$ cat src/rtl/pc_sequencer.sv
// -----------------------------------------------------------------------------
// pc_sequencer
//
// Program-counter sequencer for the instruction-fetch stage. Holds the current
// fetch address and advances it by INSTR_BYTES for every accepted fetch.
//
// Redirect priority in RUN, highest first:
//   trap, then branch/jump, then halt, then sequential advance.
// Every redirect produces a one-cycle flush pulse that lines up with the new PC.
// A HALT state supports WFI-style idling. In HALT only a trap or a resume
// request leaves the state.
//
// Parameters:
//   XLEN          address width in bits
//   RESET_VECTOR  PC loaded on reset (must be INSTR_BYTES-aligned)
//   INSTR_BYTES   sequential increment, 2 or 4
//
// Ports:
//   clock          in   single clock, rising-edge
//   reset_n        in   synchronous active-low reset
//   fetch_ready    in   instruction memory accepts pc_out this cycle
//   stall          in   hazard hold; blocks sequential advance only
//   branch_taken   in   branch/jump redirect request
//   branch_target  in   redirect address (low alignment bits cleared)
//   trap_take      in   exception/interrupt redirect request
//   trap_vector    in   trap handler address (low alignment bits cleared)
//   halt_req       in   enter HALT
//   resume         in   leave HALT
//   pc_out         out  current fetch address (registered)
//   pc_next        out  value pc_out takes at the next edge (combinational)
//   fetch_valid    out  pc_out is a valid fetch request (registered)
//   flush_out      out  one-cycle pulse with the first redirected PC
//   halted         out  high while in HALT
//   misaligned_out out  only with PC_MISALIGN_CHECK_EN; flags a misaligned
//                       branch target that was turned into a trap redirect
//
// Optional feature macro: PC_MISALIGN_CHECK_EN
//   When it is defined, a branch target with nonzero low alignment bits goes
//   to trap_vector and raises misaligned_out for one cycle. When it is not
//   defined, the low bits are cleared without any indication.
// -----------------------------------------------------------------------------
module pc_sequencer #(
    parameter int              XLEN         = 64,
    parameter logic [XLEN-1:0] RESET_VECTOR = '0,
    parameter int              INSTR_BYTES  = 4
) (
    input  logic            clock,
    input  logic            reset_n,
    input  logic            fetch_ready,
    input  logic            stall,
    input  logic            branch_taken,
    input  logic [XLEN-1:0] branch_target,
    input  logic            trap_take,
    input  logic [XLEN-1:0] trap_vector,
    input  logic            halt_req,
    input  logic            resume,
    output logic [XLEN-1:0] pc_out,
    output logic [XLEN-1:0] pc_next,
    output logic            fetch_valid,
    output logic            flush_out,
    output logic            halted
`ifdef PC_MISALIGN_CHECK_EN
    ,
    output logic            misaligned_out
`endif
);

    localparam int              ALIGN_BITS = (INSTR_BYTES == 2) ? 1 : 2;
    localparam logic [XLEN-1:0] LOW_MASK   = XLEN'((1 << ALIGN_BITS) - 1);
    localparam logic [XLEN-1:0] STEP       = XLEN'(INSTR_BYTES);

    typedef enum logic [1:0] {
        ST_BOOT = 2'd0,
        ST_RUN  = 2'd1,
        ST_HALT = 2'd2
    } state_t;

    state_t          state_q, state_d;
    logic [XLEN-1:0] pc_q, pc_d;
    logic            fetch_valid_q, fetch_valid_d;
    logic            flush_q, flush_d;
    logic            halted_q, halted_d;
`ifdef PC_MISALIGN_CHECK_EN
    logic            misaligned_q, misaligned_d;
    logic            target_misaligned;
`endif

    // Clears the low alignment bits of an address.
    function automatic logic [XLEN-1:0] align_addr(input logic [XLEN-1:0] addr);
        return addr & ~LOW_MASK;
    endfunction

    logic [XLEN-1:0] trap_pc;
    logic [XLEN-1:0] branch_pc;

    assign trap_pc   = align_addr(trap_vector);
    assign branch_pc = align_addr(branch_target);
`ifdef PC_MISALIGN_CHECK_EN
    assign target_misaligned = |(branch_target & LOW_MASK);
`endif

    // Next-state logic and redirect priority
    always_comb begin
        state_d = state_q;
        pc_d    = pc_q;
        flush_d = 1'b0;
`ifdef PC_MISALIGN_CHECK_EN
        misaligned_d = 1'b0;
`endif

        case (state_q)
            // BOOT holds the reset PC for exactly one cycle and ignores all
            // requests, so memory sees a stable address before fetching starts.
            ST_BOOT: begin
                state_d = ST_RUN;
            end

            ST_RUN: begin
                if (trap_take) begin
                    pc_d    = trap_pc;
                    flush_d = 1'b1;
                end else if (branch_taken) begin
                    flush_d = 1'b1;
`ifdef PC_MISALIGN_CHECK_EN
                    if (target_misaligned) begin
                        pc_d         = trap_pc;
                        misaligned_d = 1'b1;
                    end else begin
                        pc_d = branch_pc;
                    end
`else
                    pc_d = branch_pc;
`endif
                end else if (halt_req) begin
                    // Halt sits below both redirects. If a redirect happens in
                    // the same cycle, the halt request is dropped and must be
                    // asserted again.
                    state_d = ST_HALT;
                end else if (fetch_ready && !stall) begin
                    // Wraps modulo 2^XLEN by construction.
                    pc_d = pc_q + STEP;
                end
            end

            ST_HALT: begin
                // Branches cannot wake the core. Only a trap or resume can.
                if (trap_take) begin
                    pc_d    = trap_pc;
                    flush_d = 1'b1;
                    state_d = ST_RUN;
                end else if (resume) begin
                    state_d = ST_RUN;
                end
            end

            default: begin
                state_d = ST_BOOT;
            end
        endcase

        // Status outputs are registered images of the state being entered,
        // so they change on the same edge as the state.
        fetch_valid_d = (state_d == ST_RUN);
        halted_d      = (state_d == ST_HALT);
    end

    // State register
    always_ff @(posedge clock) begin
        if (!reset_n) begin
            state_q       <= ST_BOOT;
            pc_q          <= RESET_VECTOR;
            fetch_valid_q <= 1'b0;
            flush_q       <= 1'b0;
            halted_q      <= 1'b0;
`ifdef PC_MISALIGN_CHECK_EN
            misaligned_q  <= 1'b0;
`endif
        end else begin
            state_q       <= state_d;
            pc_q          <= pc_d;
            fetch_valid_q <= fetch_valid_d;
            flush_q       <= flush_d;
            halted_q      <= halted_d;
`ifdef PC_MISALIGN_CHECK_EN
            misaligned_q  <= misaligned_d;
`endif
        end
    end

    assign pc_out      = pc_q;
    assign pc_next     = pc_d;
    assign fetch_valid = fetch_valid_q;
    assign flush_out   = flush_q;
    assign halted      = halted_q;
`ifdef PC_MISALIGN_CHECK_EN
    assign misaligned_out = misaligned_q;
`endif

endmodule

$ cat config.mk
export PLATFORM = sky130hd
export DESIGN_NAME = pc_sequencer
export DESIGN_NICKNAME = d
export VERILOG_FILES = /design/src/rtl/pc_sequencer.sv
export SDC_FILE = /design/constraint.sdc
export NUM_CORES = 1
export LEC_CHECK = 0
export ABC_AREA = 1
export CORE_UTILIZATION = 35
export DETAILED_ROUTE_END_ITERATION = 7
export GPL_TIMING_DRIVEN = 1
export PLACE_DENSITY = 0.73
export SETUP_SLACK_MARGIN = 0.15
export SYNTH_ARGS = -nofsm -noshare
export SYNTH_HDL_FRONTEND = slang
export SYNTH_SLANG_ARGS = --single-unit
$ cat constraint.sdc
create_clock -name clock -period 3.4 [get_ports clock]
set_input_delay 0.85 -clock clock [delete_from_list [all_inputs] [get_ports clock]]
set_output_delay 0.85 -clock clock [all_outputs]
set_load 0.05 [all_outputs]
==> flow_summary.yaml, run 1 <==
worst_setup_path:
  cp-startpoint: "stall"
  critPathLaunchType: "input port"
  critical_path.max_stage_delay_ns: 0.18
  crit_chain: "buf_8 -> inv_6 -> nand2_4 -> nor2_4 -> buf_6 -> buf_4 -> nand3_4 -> nor2_4 -> nand2_1 -> nand2_1 -> nand3_1 -> nand2_1 -> nand2_1 -> nand2_1 -> nand2_1 -> nand2_2 -> inv_2 -> buf_12"
  arrival_ns: 2.54
  critPathBufInv: 6
  crit_fanout: 6
  cp_top_family: "simple AND/OR/NAND/NOR gates"
  cpMostUsedCell: "nand2_1"
  critPathSlowestCell: "buf_6"
  required_ns: 2.55
  endpoint_kind: "primary output"
  r2r_start: "pc_out[9]$_SDFF_PN0_"
  critPathKind: "input port to primary output"
yosys:
  synth_area_sq_um: 7533
  yosys_most_used_dff: "dfxtp_1"
  synth_area_leaders: "nand2_1 (26%), dfxtp_1 (18%), nor2_1 (13%), inv_1 (8.0%), nand3_1 (6.3%)"
  yosysTopAreaCellShare_pct: 26.01
  synth.net_count: 1625
  synth_cells: 1484
  synth-edff-count: 0
  synth-async-reset-ratio_pct: 0
  ys_seq_elements: 69
  ys_types: 39
  avgSynthCellArea_sq_um: 5.076
  yosysWarnings: 0
  synth_seq_area_share_pct: 18.34
  yosysTopAreaCell: "nand2_1"
detailed_routing:
  num_vias: 11260
  finalWirelength_mm: 36.64
  wl_per_cell_microns: 17.24
  drc: 0
  drtIter0Drc: 911
  final_antenna_net_count: 0
  vias_per_cell: 5.298
  drt_pass1_iterations: 5
pwr:
  combPwrFrac_pct: 58.2
  switching_share_pct: 45.20
  p_int_mw: 2.653
  clkPwrFrac_pct: 20.3
  p_leak_nw: 5.746
  fin_total_pwr_mw: 4.842
  vdd_ir_drop_max_v: 0.0002258
  pwr-share-seq_pct: 21.5
  power.density_nw_per_um2: 362.1
  power_switching_mw: 2.189
floorplanning:
  core-area_sq_um: 21090
  die_h_microns: 148.7
  fp-row-count: 53
  die_w_microns: 148.7
  dieArea_sq_um: 22110
  pin_count: 267
  initial_core_util_pct: 35.72
clock_network:
  cts_buffer_depth: 2
  path_clk_slew_ns: 0.06
  htree_levels: 3
  root_buffer: "clkbuf_16"
  numCtsBuffers: 9
  worst_skew_pair.late_latency_ns: 0.35
  cts_tree: "done"
  clkSinkCount: 69
global_route:
  grt_pass1_wl_mm: 54.90
  first_global_vias: 10220
  globalRouteTotalUtil_pct: 32.00
  grt_start_max_net_pins: 69
  overflow: 0
  antenna_found_initial: 1
min_path:
  hold_path.class: "register to register"
  hp-start: "pc_out[0]$_SDFF_PN0_"
sta:
  hold_viol: 0
  period_share_pct: 99.71
  fin_skew_ns: 0.005845
  layout_setup_ws_ns: 0.009726
  max_slew_margin_pct: 61.61
  slew_viol_final: 0
  tns_ns: 0
  worstMarginPinSlew_ns: 0.5740
  rsz0062_at_grt: "true"
  setup_viol: 0
  max_freq_ghz: 0.2950
  layout_min_cycle_time_ns: 3.390
placed_design:
  place_congestion: 0.9340
  io_buffers: 262
  place_ws_ns: -0.5524
  hpwl_mm: 27.57
final_layout:
  area_growth_syn_to_layout_pct: 77.50
  drive_gt1_share_pct: 28.88
  nets: 1985
  fill_cells: 1936
run:
  drv_cap: 0
run_status:
  outcome: "completed"
==> tightest hold or removal path: cells and delay by family (launching register included) <==
| kind | cells | cell delay [ns] |
|---|---|---|
| flip-flops | 1 | 0.31 |
| buffers and inverters | 1 | 0.06 |
| AND/OR/NAND/NOR | 1 | 0.05 |
==> metrics by stage <==
stage | util [%] | hold WS, ns | std cells | area [sq um]
finish | 63.41 | 0.4603 | 2125 | 13370
global route | 63.41 | 0.4850 | 2125 | 13370
CTS | 59.32 | 0.4610 | 2096 | 12510
detailed placement | 55.60 | 0.4513 | 2056 | 11730
global placement | 55.60 | 0.4471 | 2056 | 11730
floorplan | - | 0.6536 | 1484 | 7550
==> layout by cell type (no fill, tap or decap), types with 13 or more instances in the layout <==
master | synthesis | final
dfxtp_2 | 0 | 25
o21ai_0 | 83 | 70
nand2_1 | 522 | 463
inv_2 | 6 | 42
buf_12 | 0 | 72
o21ai_2 | 0 | 18
nand4_1 | 13 | 13
nor2_4 | 9 | 32
nand3_1 | 95 | 64
nand3_2 | 4 | 28
nor2_2 | 15 | 40
o21ai_1 | 30 | 25
nor2_1 | 259 | 211
clkdlybuf4s50_1 | 0 | 193
nand2_2 | 10 | 62
dfxtp_1 | 69 | 38
inv_1 | 161 | 119
a21oi_1 | 64 | 61
buf_6 | 0 | 22
buf_4 | 1 | 124
==> flip-flops by register name, summed over array words and instances (netlist names) <==
name         cells
fetch_valid      1
halted           1
flush_out        1
pc_out          64
state_q          2
==> kinds of logic (layout without fill, tap and decap cells) <==
| logic type | after synthesis | after routing | synth area share (%) |
|---|---|---|---|
| xor+xnor | 6 | 6 | 0.6976 |
| compound gates | 208 | 208 | 14.86 |
| flops | 69 | 69 | 18.34 |
| buf+inv | 234 | 599 | 11.83 |
| fa+ha+maj | 5 | 5 | 0.8304 |
| simple gates | 962 | 962 | 53.45 |
| other cells | 0 | 1 | 0 |
==> final timing paths <==
kind	slack, ns	to	depth (start not counted)
setup / recovery	0.01	pc_next[51]	18
hold / removal	0.46	pc_out[0]$_SDFF_PN0_	2
setup reg to reg	0.16	pc_out[45]$_SDFF_PN0_	25
hold reg to reg	0.46	pc_out[0]$_SDFF_PN0_	2
==> cell usage after synthesis (3+ instances only) <==
cell type / count
a22oi_1: 3
xor2_1: 6
or2_2: 5
a21oi_1: 64
nand2_2: 10
nor2_4: 9
nor3_2: 3
o21ai_1: 30
o2111ai_1: 3
dfxtp_1: 69
nand3b_1: 4
nand2_1: 522
nor2_2: 15
nand3_2: 4
nand3_1: 95
nor2_1: 259
clkbuf_1: 52
inv_1: 161
and2_1: 7
o22ai_1: 3
inv_2: 6
a221oi_1: 4
buf_2: 7
a31oi_1: 6
ha_1: 5
o21ai_0: 83
a211oi_1: 3
nand4_1: 13
buf_1: 7
nor3_1: 13
o211ai_1: 5
==> routing by layer <==
layer / up-vias / global-route usage [%] / routed length [microns]
met2: 587 / 50.51 / 16880
met5: - / 0 / 0
met3: 76 / 5.552 / 3198
li1: 5389 / - / -
met1: 5206 / 43.00 / 15520
met4: 0 / 12.63 / 1045
==> timing repair <==
action,in CTS,in global routing
endpoints found under the setup margin,64,62
setup buffers,24,28
hold buffers,0,0
gates resized for setup,129,220
pin swaps,32,90
==> cell type report <==
class | count | area, sq um | area share [%]
diodes | 1 | 2.502 | 0.01871
clock buffers | 10 | 229.0 | 1.712
clock inverters | 6 | 63.81 | 0.4772
inverters | 167 | 646.9 | 4.838
multi-input cells | 1181 | 6043 | 45.20
flip-flops and latches | 69 | 1435 | 10.73
well taps | 275 | 344.1 | 2.573
repair buffers | 416 | 4607 | 34.45
==> power groups by stage <==
stage	Sequential, mW	Clock [mW]	Combinational, mW
after floorplan	1.27	0	1.12
after global placement	1.04	0	2.58
after detailed placement	1.04	0	2.60
after CTS	1.02	0.981	2.69
after global routing	1.05	1.02	2.98
final	1.04	0.982	2.82
Note: power is estimated with default switching activity, not from simulation.
==> inputs of run 2 (changes only) <==
--- a/config.mk
+++ b/config.mk
@@ -6,11 +6,14 @@
 export NUM_CORES = 1
 export LEC_CHECK = 0
 export ABC_AREA = 1
+export CORE_ASPECT_RATIO = 1.2
+export CORE_MARGIN = 5
 export CORE_UTILIZATION = 35
 export DETAILED_ROUTE_END_ITERATION = 7
 export GPL_TIMING_DRIVEN = 1
 export PLACE_DENSITY = 0.73
 export SETUP_SLACK_MARGIN = 0.15
+export SLEW_MARGIN = 15
 export SYNTH_ARGS = -nofsm -noshare
 export SYNTH_HDL_FRONTEND = slang
 export SYNTH_SLANG_ARGS = --single-unit
==> run 2 against run 1 <==
Compared with the run above: the flow now finishes with violations (negative setup slack); setup slack lost 0.037 ns; cell count grew 0.28%; power grew 2.8%; largest cell class unchanged; die area grew 11%; clock-buffer cell count is the same; first-iteration DRC count grew 6.7%; critical path depth is the same; highest routed layer unchanged.
==> flow_summary.yaml, run 2 (same netlist as run 1, synthesis figures left out) <==
run_status:
  outcome: "complete, but fails checks"
  violations: "negative setup slack"
final_layout:
  nets: 1996
  drive_gt1_share_pct: 32.58
  final_cell_mix: "nand2_1 (441), nor2_1 (202), clkdlybuf4s50_1 (193)"
  area_growth_syn_to_layout_pct: 85.00
  largest_reg_flops: 64
  layout_commonest_cell: "nand2_1"
  instances_no_fill: 2131
pwr:
  clkPwrFrac_pct: 20.2
  fin_total_pwr_mw: 4.980
  p_leak_nw: 6.050
  power.density_nw_per_um2: 357.3
  power_switching_mw: 2.247
  pwr-share-seq_pct: 21.1
  combPwrFrac_pct: 58.6
  vdd_ir_drop_max_v: 0.0002455
  switching_share_pct: 45.12
  p_int_mw: 2.733
worst_setup_path:
  critical_path.max_stage_delay_ns: 0.17
  critPathBufInv: 8
  cp_top_family: "buffers and inverters"
  crit_chain: "buf_8 -> inv_6 -> nand2_4 -> nor2_4 -> buf_4 -> buf_6 -> nand2_4 -> nor2_4 -> buf_6 -> buf_6 -> nor2_4 -> o22ai_2 -> nand2_1 -> o211ai_1 -> nand2_1 -> nand2_2 -> inv_2 -> buf_12"
  crit_fanout: 4
  critPathLaunchType: "input port"
  arrival_ns: 2.58
  critPathSlowestCell: "nor2_4"
  critPathKind: "input port to primary output"
  required_ns: 2.55
  endpoint_kind: "primary output"
sta:
  rsz0062_at_grt: "true"
  setup_viol: 1
  fin_hold_ws_ns: 0.4594
  period_share_pct: 100.8
  layout_setup_ws_ns: -0.02721
  fin_skew_ns: 0.01305
  worstMarginPinSlew_ns: 1.003
  hold_viol: 0
  slew_viol_final: 0
  layout_min_cycle_time_ns: 3.427
  max_freq_ghz: 0.2918
  max_slew_margin_pct: 33.11
global_route:
  grt_pass1_wl_mm: 57.92
  overflow: 0
  grt_start_max_net_pins: 86
  first_global_vias: 10650
  antenna_found_initial: 1
  globalRouteTotalUtil_pct: 30.02
placed_design:
  placed_cells: 2053
  hpwl_mm: 28.90
  place_ws_ns: -0.5443
  place_congestion: 0.9763
  io_buffers: 262
floorplanning:
  pin_count: 267
  core-area_sq_um: 21120
  die_h_microns: 170.7
  dieArea_sq_um: 24570
  die_w_microns: 143.9
  initial_core_util_pct: 35.67
  fp-row-count: 58
clock_network:
  path_clk_slew_ns: 0.07
  cts_buffer_depth: 2
  htree_levels: 3
  worst_skew_pair.late_latency_ns: 0.36
  clkSinkCount: 69
  cts_tree: "done"
  root_buffer: "clkbuf_16"
  numCtsBuffers: 9
detailed_routing:
  drtIter0Drc: 972
  final_antenna_net_count: 0
  drc: 0
  vias_per_cell: 5.348
  num_vias: 11400
  drt_pass1_iterations: 6
  finalWirelength_mm: 38.71
  wl_per_cell_microns: 18.16
min_path:
  hold_path.class: "register to register"
run:
  drv_cap: 0
-- run 2: changes by cell type in the layout (fill, tap and decap cells not counted), moves of 9 or more --
cell and delta:
buf_6 +35, buf_4 -23, nand2_1 -22, nand2_2 +15, nor2_4 +14, nand3_1 -11
nand3_2 +11, inv_2 +9, nor2_1 -9
-- run 2: routing by layer --
layer  vias to the layer above  routed length, microns  track usage [%]
met2                       572                   18830            51.44
met1                      5296                   14790            36.86
met4                         0                    1843            12.82
met3                       111                    3237            5.088
li1                       5417                       -                -
met5                         -                       0                0
-- run 2: power by group through the flow --
stage	combinational [mW]	clock (mW)	sequential (mW)
after detailed placement	2.60	0	1.04
final	2.92	1.01	1.05
after global placement	2.56	0	1.05
after global routing	3.08	1.05	1.06
after floorplan	1.12	0	1.27
after CTS	2.77	1.02	1.03
-- run 2: timing repair --
action,4_1_cts,5_1_grt
setup endpoints to repair,62,64
resized for setup,234,246
gates cloned,2,0
hold buffers,0,0
hold endpoints to repair,0,0
pin swaps,61,89
setup buffers,37,22
-- run 2: tightest hold or removal path: cells and delay by family, from the launching register on --
family | cells | cell delay (ns)
simple gates | 1 | 0.05
flops | 1 | 0.31
buf+inv | 1 | 0.06
-- run 2: path summary, 6_finish.rpt --
path / slack (ns) / to / start / cells past startpoint
max: -0.03 / pc_next[8] / stall / 18
min: 0.46 / pc_out[1]$_SDFF_PN0_ / pc_out[1]$_SDFF_PN0_ / 2
max reg2reg: 0.33 / pc_out[21]$_SDFF_PN0_ / pc_out[13]$_SDFF_PN0_ / 24
min reg2reg: 0.46 / pc_out[1]$_SDFF_PN0_ / pc_out[1]$_SDFF_PN0_ / 2
-- run 2: cell type report --
class,instances,area [sq um]
Tap cell,270,337.8
Fill cell,1833,7181
Timing Repair Buffer,427,4860
Clock buffer,10,229.0
Multi-Input combinational cell,1181,6332
Sequential cell,69,1455
Inverter,167,649.4
Antenna cell,1,2.502
Clock inverter,6,71.32
-- run 2: stage by stage --
step / utilization [%] / cell area, sq um / setup TNS (ns)
after CTS: 61.44 / 12970 / -0.07552
after global placement: 55.56 / 11730 / -21.36
after floorplan: - / 7550 / 0
after detailed placement: 55.56 / 11730 / -22.56
final: 66.00 / 13940 / -0.02721
after global routing: 66.00 / 13940 / -1.623
==> RTL change, RTL diff (flow settings as in run 1) <==
Set the parameter `XLEN` to 128 (it was 64).
--- a/src/rtl/pc_sequencer.sv
+++ b/src/rtl/pc_sequencer.sv
@@ -40,7 +40,7 @@
 //   defined, the low bits are cleared without any indication.
 // -----------------------------------------------------------------------------
 module pc_sequencer #(
-    parameter int              XLEN         = 64,
+    parameter int              XLEN         = 128,
     parameter logic [XLEN-1:0] RESET_VECTOR = '0,
     parameter int              INSTR_BYTES  = 4
 ) (
Interface: changed (resized branch_target, pc_next, pc_out and trap_vector); port bits go from 267 to 523. The function was not compared with the original's and may differ.
==> RTL change against run 1 <==
The flow now finishes with violations (setup timing). Power up 120%. Sequential share of layout area down 1.5 points. Critical endpoint is now pc_next[30]. Wire length rose to 2.8 times the old value. Hold slack better by 10 ps. Setup slack worse by 470 ps. Critical path depth unchanged. Final area up 130%. Count of clock-buffer cells in the layout up 10. Sequential cell count up 64. Synthesized area up 100%.
==> RTL change: results (changes against run 1) <==
PnR worst setup slack: -457 ps (-466 ps)
Area of the multi-input gates: 13500 µm² (+120%)
Inverter count: 339 (+100%)
Crit path arrival time: 3010 ps (+470 ps)
Peak supply drop: 0.285 mV (+26%)
Wire per inst: 22.2 µm (+29%)
Design area: 31300 µm² (+130%)
Critical path's largest stage delay: 350 ps (+170 ps)
Yosys cell types: 48 (+23%)
Fin Setup TNS: -29600 ps (-29600 ps)
Routed length on met3: 13100 µm (+310%)
Global Route met1 Usage: 0.563 (+0.133)
Launching point of the worst reg2reg path: pc_out[2]$_SDFF_PN0_
FILL cells: 3390 (+75%)
Multi-Input Combinational: 2425 (+110%)
Worst setup path end: pc_next[30]
DP Area: 25300 µm² (+120%)
Initial drt markers: 2907 (+220%)
Share of layout cells above drive strength 1: 0.403 (+0.115)
Status: complete, but fails checks
Slew HR: 0.472 (-0.144)
Setup-failing EPs final: 126 (+126)
CTS buffer count: 17 (+8)
R2R setup slack: -270 ps (-430 ps)
Non-clock buffers, area share: 0.389 (+0.0448)
Register Area: 2870 µm² (+100%)
Detail Placement HPWL: 71100 µm (+160%)
Fin cells: 4638 (+120%)
Failing checks: setup timing
First-pass GRT wire length: 143000 µm (+160%)
# clk buffers: 20 (+10)
==> RTL change: cell types whose count changed in the layout (fill, tap and decap cells not counted), sizes merged, moves of 126 or more <==
cell / before / now
buf: 222 / 730
clkdlybuf4s50: 193 / 385
inv: 166 / 331
nand2: 532 / 1064
nand3: 100 / 226
nor2: 283 / 558
o21ai: 113 / 244
==> RTL change: power by group through the flow <==
stage	Clock, mW	Sequential (mW)	Combinational [mW]
after CTS	2.22	2.01	5.97
final	2.23	2.06	6.37
after global placement	0	2.02	5.49
after global routing	2.28	2.05	6.63
after detailed placement	0	2.01	5.51
after floorplan	0	2.47	2.25
==> RTL change: worst max-delay path, delay by kind of cell (launching register included) <==
kind	cells	cell delay, ps
buf+inv	6	710
simple gates	7	860
flops	1	350
compound gates	4	420
fa+ha+maj	1	150
==> RTL change: timing repair <==
action                                  in CTS  in global routing
endpoints found under the hold margin        0                  0
cloned                                       4                  1
gates resized for setup                    793                418
endpoints found under the setup margin     128                132
setup buffers                              148                 69
pin swaps                                  167                276
